<file path="src/rtl/fifo_burst_arbiter.sv">
// fifo_burst_arbiter: round-robin scheduler draining NCH FWFT FIFOs into one framed output stream.
// Define FIFO_ARB_TIMEOUT_EN to compile in per-channel timers and single-word stale grants.
module fifo_burst_arbiter #(
  parameter int unsigned NCH     = 4,
  parameter int unsigned NBITS   = 64,
  parameter int unsigned BURST   = 16,
  parameter int unsigned TIMEOUT = 255,
  localparam int unsigned CW     = (NCH > 1) ? $clog2(NCH) : 1
) (
  input  logic                 clock,
  input  logic                 reset,
  input  logic [NCH-1:0]       en,
  input  logic [NCH*NBITS-1:0] in_data,
  input  logic [NCH-1:0]       in_valid,
  input  logic [NCH-1:0]       in_almost_empty,
  output logic [NCH-1:0]       in_read,
  output logic [NBITS-1:0]     o_data,
  output logic                 o_valid,
  input  logic                 o_ready,
  output logic [CW-1:0]        o_chan,
  output logic                 o_first,
  output logic                 o_last,
  output logic                 busy
);

  localparam int unsigned LW = $clog2(BURST + 1);

  typedef enum logic {IDLE, GRANT} state_t;

  state_t           state, state_d;
  logic [CW-1:0]    g, g_d, p, p_d;
  logic             is_full, is_full_d;
  logic [LW-1:0]    count, count_d, last_idx;
  logic [NBITS-1:0] o_data_d;
  logic             o_valid_d, o_first_d, o_last_d;
  logic [CW-1:0]    o_chan_d;
  logic [NCH-1:0]   full, stale, elig;
  logic             found, pop;
  logic [CW-1:0]    sel, idx;
  logic [NBITS-1:0] word [NCH];

  for (genvar c = 0; c < NCH; c++) begin : g_word
    assign word[c] = in_data[c*NBITS +: NBITS];
  end

  assign full = en & in_valid & ~in_almost_empty;
  assign elig = full | stale;

`ifdef FIFO_ARB_TIMEOUT_EN
  localparam int unsigned TW = $clog2(TIMEOUT + 1);
  logic [TW-1:0] timer [NCH];

  // Age of residual data; a stale grant leaves it saturated so the channel drains one word per round.
  for (genvar c = 0; c < NCH; c++) begin : g_timer
    always_ff @(posedge clock or posedge reset) begin
      if (reset) begin
        timer[c] <= '0;
      end else if (!in_valid[c] || !in_almost_empty[c]) begin
        timer[c] <= '0;
      end else if (state == IDLE && found && sel == CW'(c) && full[c]) begin
        timer[c] <= '0;
      end else if (!(state == GRANT && g == CW'(c)) && timer[c] != TW'(TIMEOUT)) begin
        timer[c] <= timer[c] + TW'(1);
      end
    end
    assign stale[c] = en[c] & in_valid[c] & (timer[c] == TW'(TIMEOUT));
  end
`else
  logic unused_timeout;
  assign stale          = '0;
  assign unused_timeout = (TIMEOUT == 0);
`endif

  // First eligible channel at or after the round-robin pointer.
  always_comb begin
    found = 1'b0;
    sel   = '0;
    idx   = '0;
    for (int unsigned i = 0; i < NCH; i++) begin
      idx = CW'((32'(p) + i) % NCH);
      if (!found && elig[idx]) begin
        found = 1'b1;
        sel   = idx;
      end
    end
  end

  assign last_idx = is_full ? LW'(BURST - 1) : '0;
  assign pop      = (state == GRANT) && in_valid[g] && (!o_valid || o_ready);

  always_comb begin
    state_d   = state;
    g_d       = g;
    p_d       = p;
    is_full_d = is_full;
    count_d   = count;
    o_data_d  = o_data;
    o_valid_d = o_valid;
    o_chan_d  = o_chan;
    o_first_d = o_first;
    o_last_d  = o_last;
    in_read   = '0;

    case (state)
      IDLE: begin
        if (found) begin
          state_d   = GRANT;
          g_d       = sel;
          is_full_d = full[sel];
          count_d   = '0;
          p_d       = (sel == CW'(NCH - 1)) ? '0 : sel + CW'(1);
        end
      end
      GRANT: begin
        if (pop) begin
          in_read[g] = 1'b1;
          count_d    = count + LW'(1);
          if (count == last_idx) state_d = IDLE;
        end
      end
      default: state_d = IDLE;
    endcase

    // Output register: load on pop, otherwise drain once accepted.
    if (pop) begin
      o_data_d  = word[g];
      o_valid_d = 1'b1;
      o_chan_d  = g;
      o_first_d = (count == '0);
      o_last_d  = (count == last_idx);
    end else if (o_valid && o_ready) begin
      o_valid_d = 1'b0;
    end
  end

  always_ff @(posedge clock or posedge reset) begin
    if (reset) begin
      state   <= IDLE;
      g       <= '0;
      p       <= '0;
      is_full <= 1'b0;
      count   <= '0;
      o_data  <= '0;
      o_valid <= 1'b0;
      o_chan  <= '0;
      o_first <= 1'b0;
      o_last  <= 1'b0;
    end else begin
      state   <= state_d;
      g       <= g_d;
      p       <= p_d;
      is_full <= is_full_d;
      count   <= count_d;
      o_data  <= o_data_d;
      o_valid <= o_valid_d;
      o_chan  <= o_chan_d;
      o_first <= o_first_d;
      o_last  <= o_last_d;
    end
  end

  assign busy = (state == GRANT);

endmodule

</file>
<file path="config.mk">
export PLATFORM = sky130hd
export DESIGN_NAME = fifo_burst_arbiter
export DESIGN_NICKNAME = d
export VERILOG_FILES = /design/src/rtl/fifo_burst_arbiter.sv
export SDC_FILE = /design/constraint.sdc
export NUM_CORES = 1
export LEC_CHECK = 0
export CAP_MARGIN = 40
export CORE_UTILIZATION = 25
export DETAILED_ROUTE_END_ITERATION = 10
export PLACE_DENSITY = 0.61
export RECOVER_POWER = 50
export SLEW_MARGIN = 25
export SYNTH_ARGS = -nofsm -noshare
export SYNTH_HDL_FRONTEND = slang
export SYNTH_SLANG_ARGS = --single-unit
</file>
<file path="constraint.sdc">
create_clock -name clock -period 3.4 [get_ports clock]
set_input_delay 0.68 -clock clock [delete_from_list [all_inputs] [get_ports clock]]
set_output_delay 0.68 -clock clock [all_outputs]
set_load 0.01 [all_outputs]
</file>
### After elaboration in Yosys (flattened, before gate mapping)

Cells that the tools add are included.

| cells by class | value |
|---|---|
| add/subtract/negate cells | 5 |
| magnitude comparators | 8 |
| equality and inequality tests | 4 |
| mux-type cells | 38 |
| bitwise operators | 5 |
| reductions and logical operators | 16 |

Operator list:

| kind | number |
|---|---|
| $bmux 64 s2 | 1 |
| $mux 64 | 2 |
| $lt 2x3->1 const B | 6 |
| $mux 1 | 16 |
| $bmux 1 s2 | 6 |
| $mux 4 | 3 |
| $mux 2 | 5 |
| $mux 5 | 2 |
| $pmux 5 s2 | 1 |
| $and 4x4->4 | 2 |
| $logic_and 1x1->1 | 7 |
| $add 5x1->5 const B | 1 |
| $eq 5x4->1 | 1 |
| $logic_not 5->1 | 1 |
| $add 2x1->2 const B | 2 |
| $add 2x2->2 const B | 2 |
| $logic_not 1->1 | 4 |
| $not 4->4 | 1 |
| $reduce_and 2->1 | 2 |
| $ge 3x3->1 const B | 1 |
| $not 2->3 | 1 |
| $demux 1 s2 | 1 |
| $eq 2x2->1 const B | 1 |
| $ge 2x1->1 const B | 1 |
| 6 further kinds | 6 |

| storage, ports and cells | value |
|---|---|
| register bits | 80 |
| logic and storage cells | 86 |

### Logic depth before layout (Yosys ltp)

Gate-level depths: netlist (run 1).

| depth | value |
|---|---|
| word-level depth | 16 |
| mapped depth | 7 |
| depth with buffers taken out | 5 |

### Worst setup path after synthesis (run 1)

No wires, ideal clock.

| timing path | value |
|---|---|
| path kind | in2out |
| start point | input in_valid[3] |
| end point | output in_read[3] |
| data arrival time | 1.802 ns |
| data required time | 2.720 ns |
| path slack | 0.918 ns |
| cell stages on the path | 5 |
| path through | mux4_2 > and3_1 > buf_6 > buf_6 > and3_1 |

| on the way | value |
|---|---|
| word-level cells in the longest chain between the ends | 6 |

Ends and longest elaborated chain:

| item | line | RTL |
|---|---|---|
| from (decl) | 14 | `input logic [NCH-1:0] in_valid,` |
| $bmux 1 s2 | 89 | `assign pop = (state == GRANT) && in_valid[g] && (!o_valid \|\| o_ready);` |
| $mux 1 (implied by the code) | 89 |  |
| $logic_and 1x1->1 (2 in a row) | 89 |  |
| $mux 4 | 115 | `if (pop) begin` |
| $mux 4 | 104 | `case (state)` |
| to (decl) | 16 | `output logic [NCH-1:0] in_read,` |

Every way passes these cells. The select of a mux whose other input is x is not followed.

### Final worst setup path (run 1)

| timing path | value |
|---|---|
| start point | input in_valid[0] |
| end point | output in_read[3] |

Same word-level chain as after synthesis.

==> results of run 1 <==
[cell usage after synthesis]
master     count
and3_1         3
a31oi_1        1
nand2_1      208
o22a_1         1
nand4b_1       1
buf_2         13
nor3_1         4
xor2_1         2
a32oi_1        1
nand3b_1       4
or3_1          1
nor2b_1        1
buf_6          2
nor3b_1        2
ha_1           2
o2bb2ai_1      1
a22o_1         1
dfrtp_1       80
mux4_2        65
clkbuf_4       1
nand4_1        2
nand2b_1       3
nand3_1        3
inv_1          3
and4b_1        1
o31ai_2        1
o21ai_0        4
a21o_1         2
o21a_1         1
mux2_2         1
clkbuf_1      16
nor2_1        10
[per-stage QoR]
stage / worst slack [ps] / utilization (%) / instance area, um2
floorplan: 668.3 / - / 4762
global placement: 124.5 / 44.98 / 8413
detailed placement: 106.3 / 44.98 / 8413
finish: 95.79 / 46.68 / 8731
CTS: 98.13 / 46.57 / 8711
global route: 65.08 / 46.68 / 8731
[worst max-delay path by stage]
stage / startpoint / to / slack (ps) / depth (start not counted)
after detailed placement: in_valid[0] / in_read[3] / 110 / 5
after global placement: in_valid[0] / in_read[1] / 120 / 6
after global routing: in_valid[0] / in_read[3] / 70 / 5
final: in_valid[0] / in_read[3] / 100 / 5
after CTS: in_valid[0] / in_read[3] / 100 / 5
after floorplan: reset / busy$_DFF_PP0_ / 670 / 1
[state kept, by name (all words and copies together), names as in the netlist, 2 cells and up]
register and count:
p 2, g 2, count 5, o_chan 2, o_data 64
[layout make-up]
cell class / instances / share of cell area (%)
well taps: 234 / 3.353
inverters: 3 / 0.1433
clock inverters: 6 / 0.7882
repair buffers: 351 / 40.33
clock buffers: 10 / 2.623
flip-flops and latches: 80 / 22.99
multi-input cells: 326 / 29.78
[metal layers]
metal	up-vias	part of all wire, %
met4	0	2.8
met3	29	7.2
met1	2250	36
met5	-	0
met2	208	54
li1	2213	-
[cells by family after synthesis]
group | count (synthesis) | synth area share (%)
AND/OR/NAND/NOR | 243 | 20.57
flip-flops | 80 | 42.04
multiplexers | 66 | 30.98
buffers and inverters | 35 | 3.494
AO/OA/AOI/OAI | 13 | 2.023
XOR/XNOR | 2 | 0.3679
adder cells (fa/ha/maj) | 2 | 0.5254
[worst register-to-register path, stage by stage (launching register included)]
cell     delay [ps]
dfrtp_4         510
buf_4           610
buf_4           570
mux4_2          600
nand2_1          90
nand2_1          60
[report_power, final]
group          internal (uW)  switching [uW]
Combinational           1930            1710
Sequential              1430             285
Clock                    573             393
==> impl_metrics.py, run 1 <==
metrics = {
    "synth": {
        "synthesis.area_um2": 4762,
        "synth-seq-area-share_pct": 42.04,
        "yosysWarnings": 0,
        "synth.avg_cell_area_um2": 10.80,
        "synthTopCellsByArea": "dfrtp_1 42%, mux4_2 31%, nand2_1 16%",
        "synth_cell_type_count": 32,
        "synth_top_area_share_pct": 42.04,
        "synth_nets": 714,
        "synth_area_leader_cell": "dfrtp_1",
        "synth-seq-cells": 80,
        "synthCells": 441,
    },
    "power": {
        "leakagePower_uw": 0.003667,
        "power_uw": 6314,
        "ir_drop_mv": 0.2473,
        "powerDensity_nw_per_um2": 723.2,
    },
    "clock_tree": {
        "cts-htree-levels": 3,
        "clk_latency_ps": 340,
        "post_cts_buffers": 0,
        "clockBufferDepth": 2,
        "ctsHoldBuffers": 0,
        "cts_root_buf": "clkbuf_16",
        "cts_inserted_buffers": 9,
        "cts_resized": 0,
        "clk_pin_slew_ps": 60,
        "cts_tree": "done",
        "numClockSinks": 80,
    },
    "run_status": {
        "outcome": "finished, violations left",
        "violations": "max-capacitance violations, max-slew violations",
    },
    "critical_path": {
        "slowest_delay_ps": 530,
        "crit_family": "buffers and inverters",
        "cp_cell_sequence": "clkdlybuf4s50_1, mux4_2, and3_2, and3_1, clkdlybuf4s50_1",
        "reg2reg_to": "o_data[33]$_DFFE_PP0N_",
        "crit_buf_inv": 2,
        "arrival_ps": 2620,
        "critPathMostFrequentCell": "clkdlybuf4s50_1",
        "r2r_start": "g[0]$_DFFE_PP0P_",
        "crit_path_max_fanout": 3,
        "crit_type": "primary input to output port",
        "crit_slowest_cell": "mux4_2",
        "r2r_setup_slack_ps": 860,
        "r2r_cells": 5,
        "startpoint_type": "primary input",
        "endpoint_kind": "output port",
        "crit_required_ps": 2720,
    },
    "die": {
        "die_w_um": 140.0,
        "initial_core_util_pct": 25.46,
        "dieArea_um2": 19600,
        "core.rowCount": 50,
        "top_level_ports": 345,
        "die_height_um": 140.0,
        "core-area_um2": 18710,
    },
    "hold_path": {
        "worstHoldStart": "o_data[11]$_DFFE_PP0N_",
        "hold_path.class": "register to register",
        "min_to": "o_data[11]$_DFFE_PP0N_",
        "holdPathStages": 2,
    },
    "route": {
        "postRouteWirelength_um": 16960,
        "wire_per_inst_um": 16.79,
        "vias": 4700,
        "final_antenna_net_count": 0,
        "remaining_drc_errors": 0,
        "first_iter_violations": 179,
        "dr.pass1.iters": 4,
        "avgViaCountPerCell": 4.653,
    },
    "placed_design": {
        "io_buffer_count": 344,
        "place_congestion": 0.7870,
        "hpwl_um": 13220,
        "placedCellCount": 993,
    },
    "timing": {
        "finalSetupViolCount": 0,
        "period_share_pct": 97.18,
        "drv_slew": 32,
        "fin_skew_ps": 8.923,
        "holdWs_ps": 464.9,
        "fin_crit_ps": 3304,
        "rsz0062_at_grt": "no",
        "max_freq_mhz": 302.6,
        "fin_tns_setup_ps": 0,
        "hold_viol": 0,
        "tightest_slew_ps": 1530,
        "slew_headroom_pct": -2.533,
    },
    "global_route": {
        "grt_max_degree": 72,
        "grt_use_met2_pct": 32.84,
        "grt_pass1_vias": 5101,
        "grt_overflow": 0,
        "grt-busiest-layer": "met2",
        "grt_pass1_wl_um": 26790,
        "grtUsageMet3_pct": 4.650,
        "use_met1_pct": 19.15,
        "antenna_found_initial": 0,
        "grt_use_total_pct": 17.88,
    },
    "cells_and_area": {
        "final_common_cell": "clkdlybuf4s50_1",
        "drive_gt1_share_pct": 12.11,
        "syn_to_final_growth_pct": 83.34,
        "multi_input_area_um2": 2600,
        "final_cell_mix": "307 x clkdlybuf4s50_1, 208 x nand2_1, 78 x dfrtp_1",
        "layout.nets": 1044,
        "regArea_um2": 2007,
        "fillers": 1746,
        "antenna_cells": 0,
        "fin_cells": 1010,
    },
    "job": {
        "cap_viol_max_count": 1,
    },
}
Note: power is estimated with default switching activity, not from simulation.
==> run 2: changes to the inputs <==
--- a/config.mk
+++ b/config.mk
@@ -6,6 +6,7 @@
 export NUM_CORES = 1
 export LEC_CHECK = 0
 export CAP_MARGIN = 40
+export CORE_ASPECT_RATIO = 1.1
 export CORE_UTILIZATION = 25
 export DETAILED_ROUTE_END_ITERATION = 10
 export PLACE_DENSITY = 0.61
==> run 2 against run 1 <==
Combinational power is 2% lower. Maximum frequency is 0.78% higher. Largest cell class unchanged. Final cell count is 0.99% higher. The flow still finishes with violations (max-capacitance violations, max-slew violations). Sequential power is 2% higher.
==> impl_metrics.py, run 2 (synthesized netlist as in run 1, its figures left out) <==
metrics = {
    "clock_tree": {
        "clk_latency_ps": 330,
        "cts_inserted_buffers": 9,
        "ctsHoldBuffers": 0,
        "numClockSinks": 80,
        "cts_tree": "done",
        "cts_resized": 0,
        "clockBufferDepth": 2,
        "cts-htree-levels": 3,
        "cts_root_buf": "clkbuf_16",
        "clk_pin_slew_ps": 60,
        "post_cts_buffers": 0,
    },
    "power": {
        "ir_drop_mv": 0.3071,
        "powerDensity_nw_per_um2": 710.2,
        "p_int_uw": 3837,
        "pwr-share-seq_pct": 28.3,
        "clock_power_share_pct": 14.0,
        "leakagePower_uw": 0.003645,
        "power_frac_comb_pct": 57.8,
        "p_sw_uw": 2349,
        "switching_share_pct": 37.97,
        "power_uw": 6186,
    },
    "critical_path": {
        "crit_path_max_fanout": 3,
        "endpoint_kind": "output port",
        "r2r_cells": 5,
        "r2r_start": "g[0]$_DFFE_PP0P_",
        "startpoint_type": "primary input",
        "arrival_ps": 2600,
        "reg2reg_to": "o_data[41]$_DFFE_PP0N_",
        "crit_required_ps": 2720,
        "r2r_setup_slack_ps": 830,
        "crit_type": "primary input to output port",
        "crit_start": "in_valid[3]",
        "worstSetupEndpoint": "in_read[3]",
    },
    "global_route": {
        "grt_pass1_vias": 5146,
        "antenna_found_initial": 1,
        "grt_overflow": 0,
        "grt_max_degree": 72,
        "grt_use_total_pct": 18.23,
        "grt_pass1_wl_um": 27370,
    },
    "die": {
        "top_level_ports": 345,
        "core-area_um2": 18540,
        "dieArea_um2": 19600,
        "die_w_um": 133.6,
        "die_height_um": 146.8,
        "core.rowCount": 52,
        "initial_core_util_pct": 25.68,
    },
    "placed_design": {
        "hpwl_um": 13910,
        "place_area_um2": 8442,
        "place_congestion": 0.8577,
        "io_buffer_count": 344,
    },
    "timing": {
        "finalSetupViolCount": 0,
        "rsz0062_at_grt": "no",
        "hold_viol": 0,
        "fin_tns_setup_ps": 0,
        "fin_crit_ps": 3279,
        "max_freq_mhz": 305.0,
        "period_share_pct": 96.43,
        "tightest_slew_ps": 1673,
        "fin_skew_ps": 4.562,
        "slew_headroom_pct": -12.17,
        "drv_slew": 38,
    },
    "route": {
        "avgViaCountPerCell": 4.629,
        "final_antenna_net_count": 0,
        "wire_per_inst_um": 16.96,
        "dr.pass1.iters": 4,
        "first_iter_violations": 177,
        "remaining_drc_errors": 0,
        "postRouteWirelength_um": 17300,
        "vias": 4722,
    },
    "cells_and_area": {
        "drive_gt1_share_pct": 11.98,
        "final_util_pct": 46.98,
        "multi_input_area_um2": 2608,
        "reg_top3": "o_data x64, count x5",
        "final_cell_mix": "307 x clkdlybuf4s50_1, 208 x nand2_1, 78 x dfrtp_1",
        "syn_to_final_growth_pct": 82.92,
        "fillers": 1718,
        "final_common_cell": "clkdlybuf4s50_1",
        "postLayoutCellArea_um2": 8711,
        "largest-register": "o_data",
        "layout.nets": 1044,
        "regArea_um2": 2009,
        "largest_reg_flops": 64,
    },
    "hold_path": {
        "hold_path.class": "register to register",
    },
    "run_status": {
        "outcome": "finished, violations left",
        "violations": "max-capacitance violations, max-slew violations",
    },
    "job": {
        "cap_viol_max_count": 1,
    },
}
==> run 2: worst max-delay path, stage by stage <==
cell             delay [ps]
clkdlybuf4s50_1         420
mux4_2                  550
and3_2                  280
and3_1                  180
clkdlybuf4s50_1         470
==> run 2: power groups by stage <==
stage	logic [uW]	registers [uW]	clock network (uW)
2_1_floorplan	2020	1860	0
3_3_place_gp	3680	1740	0
3_5_place_dp	3730	1770	0
4_1_cts	3740	1770	907
5_1_grt	3950	1810	942
6_report	3570	1750	865
==> run 2: worst min path at each step <==
stage	from	end	slack, ps	cells past startpoint
after CTS	o_data[50]$_DFFE_PP0N_	o_data[50]$_DFFE_PP0N_	480	2
after global placement	o_data[56]$_DFFE_PP0N_	o_data[56]$_DFFE_PP0N_	460	2
after floorplan	is_full$_DFFE_PP0P_	is_full$_DFFE_PP0P_	460	1
final	o_data[50]$_DFFE_PP0N_	o_data[50]$_DFFE_PP0N_	460	2
after detailed placement	o_data[50]$_DFFE_PP0N_	o_data[50]$_DFFE_PP0N_	460	2
after global routing	o_last$_DFFE_PP0N_	o_last$_DFFE_PP0N_	490	1
==> run 2: area by class of cell <==
cell class	instances	area share, %
antenna	1	0.02873
clock inverter	5	0.3878
clock buffer	11	2.672
timing repair buffer	351	40.28
sequential	80	23.07
tap	243	3.490
multi-input combinational	326	29.93
inverter	3	0.1436
==> run 2: routing by layer <==
| layer | track usage (%) | routed length (um) | up-vias |
|---|---|---|---|
| li1 | - | - | 2209 |
| met1 | 20.12 | 6316 | 2265 |
| met2 | 33.33 | 9392 | 223 |
| met3 | 4.279 | 1197 | 25 |
| met4 | 7.500 | 395 | 0 |
| met5 | 0 | 0 | - |
==> run 2: stage by stage <==
step           std cells  hold WS, ps  setup WS (ps)
6_report            1020        462.5          121.3
5_1_grt             1019        493.9          88.57
4_1_cts             1019        476.1          101.9
3_5_place_dp        1003        461.5          105.0
3_3_place_gp        1003        457.7          113.7
2_1_floorplan        441        458.4          668.3
==> run 3: changes to the inputs <==
--- a/config.mk
+++ b/config.mk
@@ -6,12 +6,11 @@
 export NUM_CORES = 1
 export LEC_CHECK = 0
 export CAP_MARGIN = 40
-export CORE_ASPECT_RATIO = 1.1
-export CORE_UTILIZATION = 25
+export CORE_AREA = 2 2 135 137
 export DETAILED_ROUTE_END_ITERATION = 10
-export PLACE_DENSITY = 0.61
+export DIE_AREA = 0 0 137 139
+export PLACE_DENSITY = 0.65
 export RECOVER_POWER = 50
-export SLEW_MARGIN = 25
 export SYNTH_ARGS = -nofsm -noshare
 export SYNTH_HDL_FRONTEND = slang
 export SYNTH_SLANG_ARGS = --single-unit
==> run 3 against run 2 <==
The flow still finishes with violations (max-capacitance violations, max-slew violations). Wire length down 0.32%. Hold slack better by 3.8 ps. Combinational power is essentially flat. Clock skew grew 5.4 ps. Critical endpoint unchanged.
==> impl_metrics.py, run 3 (synthesized netlist as in run 1, its figures left out) <==
metrics = {
    "die": {
        "die_height_um": 139,
        "dieArea_um2": 19040,
        "core-area_um2": 17660,
        "top_level_ports": 345,
        "core.rowCount": 49,
        "die_w_um": 137,
        "initial_core_util_pct": 26.97,
    },
    "critical_path": {
        "crit_required_ps": 2720,
        "r2r_setup_slack_ps": 970,
        "crit_path_max_fanout": 3,
        "startpoint_type": "primary input",
        "r2r_start": "g[0]$_DFFE_PP0P_",
        "arrival_ps": 2600,
        "endpoint_kind": "output port",
        "crit_type": "primary input to output port",
        "reg2reg_to": "count[3]$_DFFE_PP0P_",
        "r2r_cells": 6,
    },
    "timing": {
        "tightest_slew_ps": 1648,
        "holdWs_ps": 466.3,
        "fin_crit_ps": 3277,
        "fin_tns_setup_ps": 0,
        "max_freq_mhz": 305.1,
        "finalSetupViolCount": 0,
        "slew_headroom_pct": -10.50,
        "hold_viol": 0,
        "drv_slew": 36,
        "rsz0062_at_grt": "no",
        "setup_ws_ps": 122.6,
        "period_share_pct": 96.39,
        "fin_skew_ps": 9.986,
    },
    "cells_and_area": {
        "largest_reg_flops": 64,
        "final_common_cell": "clkdlybuf4s50_1",
        "final_cell_mix": "306 x clkdlybuf4s50_1, 208 x nand2_1, 78 x dfrtp_1",
        "postLayoutCellArea_um2": 8700,
        "largest-register": "o_data",
        "antenna_cells": 0,
        "drive_gt1_share_pct": 12.13,
        "layout.nets": 1043,
        "reg_top3": "o_data x64, count x5",
        "syn_to_final_growth_pct": 82.69,
    },
    "clock_tree": {
        "post_cts_buffers": 0,
        "clockBufferDepth": 2,
        "cts_tree": "done",
        "cts_inserted_buffers": 9,
        "clk_pin_slew_ps": 50,
        "cts-htree-levels": 3,
        "cts_root_buf": "clkbuf_16",
        "numClockSinks": 80,
        "clk_latency_ps": 330,
    },
    "route": {
        "first_iter_violations": 191,
        "dr.pass1.iters": 4,
        "vias": 4725,
        "avgViaCountPerCell": 4.706,
        "postRouteWirelength_um": 17250,
        "final_antenna_net_count": 0,
        "wire_per_inst_um": 17.18,
        "remaining_drc_errors": 0,
    },
    "run_status": {
        "outcome": "finished, violations left",
        "violations": "max-capacitance violations, max-slew violations",
    },
    "global_route": {
        "grt_pass1_vias": 5168,
        "antenna_found_initial": 0,
        "grt_overflow": 0,
        "grt_use_total_pct": 18.23,
        "grt_max_degree": 72,
        "grt_pass1_wl_um": 26950,
    },
    "power": {
        "powerDensity_nw_per_um2": 720.1,
        "leakagePower_uw": 0.003663,
        "power_uw": 6264,
        "ir_drop_mv": 0.3563,
    },
    "job": {
        "cap_viol_max_count": 1,
    },
    "hold_path": {
        "worstHoldStart": "o_data[18]$_DFFE_PP0N_",
        "holdPathStages": 2,
        "hold_path.class": "register to register",
        "min_to": "o_data[18]$_DFFE_PP0N_",
    },
    "placed_design": {
        "place_area_um2": 8407,
        "io_buffer_count": 344,
        "hpwl_um": 13710,
        "dp_slack_ps": 48.96,
        "place_congestion": 0.9183,
    },
}
run 3: cell count changes in the layout (fill, tap and decap cells not counted):
cell             before  now
clkbuf_8              0    2
clkdlybuf4s50_1     307  306
nand3_2               0    1
dfrtp_2               0    1
dlymetal6s2s_1        0    1
dfrtp_4               2    1
buf_4                 6    5
clkinv_4              1    0
clkbuf_1              2    0
inv_6                 0    2
nand3_4               1    0
diode_2               1    0
clkinv_2              2    1
run 3: worst max-delay path, cell delays in order:
cell	delay, ps
clkdlybuf4s50_1	430
mux4_2	560
and3_2	270
and3_1	180
clkdlybuf4s50_1	480
run 3: per-stage QoR:
| stage | utilization (%) | instances |
|---|---|---|
| detailed placement | 47.61 | 988 |
| floorplan | - | 441 |
| global route | 49.27 | 1004 |
| CTS | 49.26 | 1004 |
| global placement | 47.61 | 988 |
| finish | 49.27 | 1004 |
run 3: per-layer routing:
layer	track usage [%]	share of wire, %	vias to the layer above	routed length [um]
li1	-	-	2213	-
met1	20.69	36	2271	6227
met2	33.44	54	211	9271
met3	3.582	7.7	30	1330
met4	6.511	2.4	0	418
met5	0	0	-	0
run 3: power breakdown:
part	internal, uW	switching [uW]
Clock	538	392
Sequential	1430	310
Combinational	1910	1680
Total	3880	2380
run 3: worst max path at each step:
| stage | from | to | cells after the start | slack [ps] |
|---|---|---|---|---|
| after floorplan | reset | busy$_DFF_PP0_ | 1 | 670 |
| after detailed placement | in_valid[0] | in_read[3] | 5 | 50 |
| after global placement | in_valid[0] | in_read[3] | 5 | 50 |
| after global routing | in_valid[2] | in_read[3] | 5 | 60 |
| after CTS | in_valid[0] | in_read[3] | 5 | 40 |
| final | in_valid[2] | in_read[3] | 5 | 120 |
run 3: layout make-up:
class | instances | area, um2
Sequential cell | 80 | 2007
Clock inverter | 5 | 37.54
Timing Repair Buffer | 350 | 3503
Clock buffer | 11 | 252.7
Multi-Input combinational cell | 326 | 2600
Tap cell | 229 | 286.5
Inverter | 3 | 12.51
Fill cell | 1565 | 8957
run 3: what timing repair did:
action,4_1_cts,5_1_grt
gates resized for setup,0,1
hold buffers,0,0
setup endpoints to repair,0,1
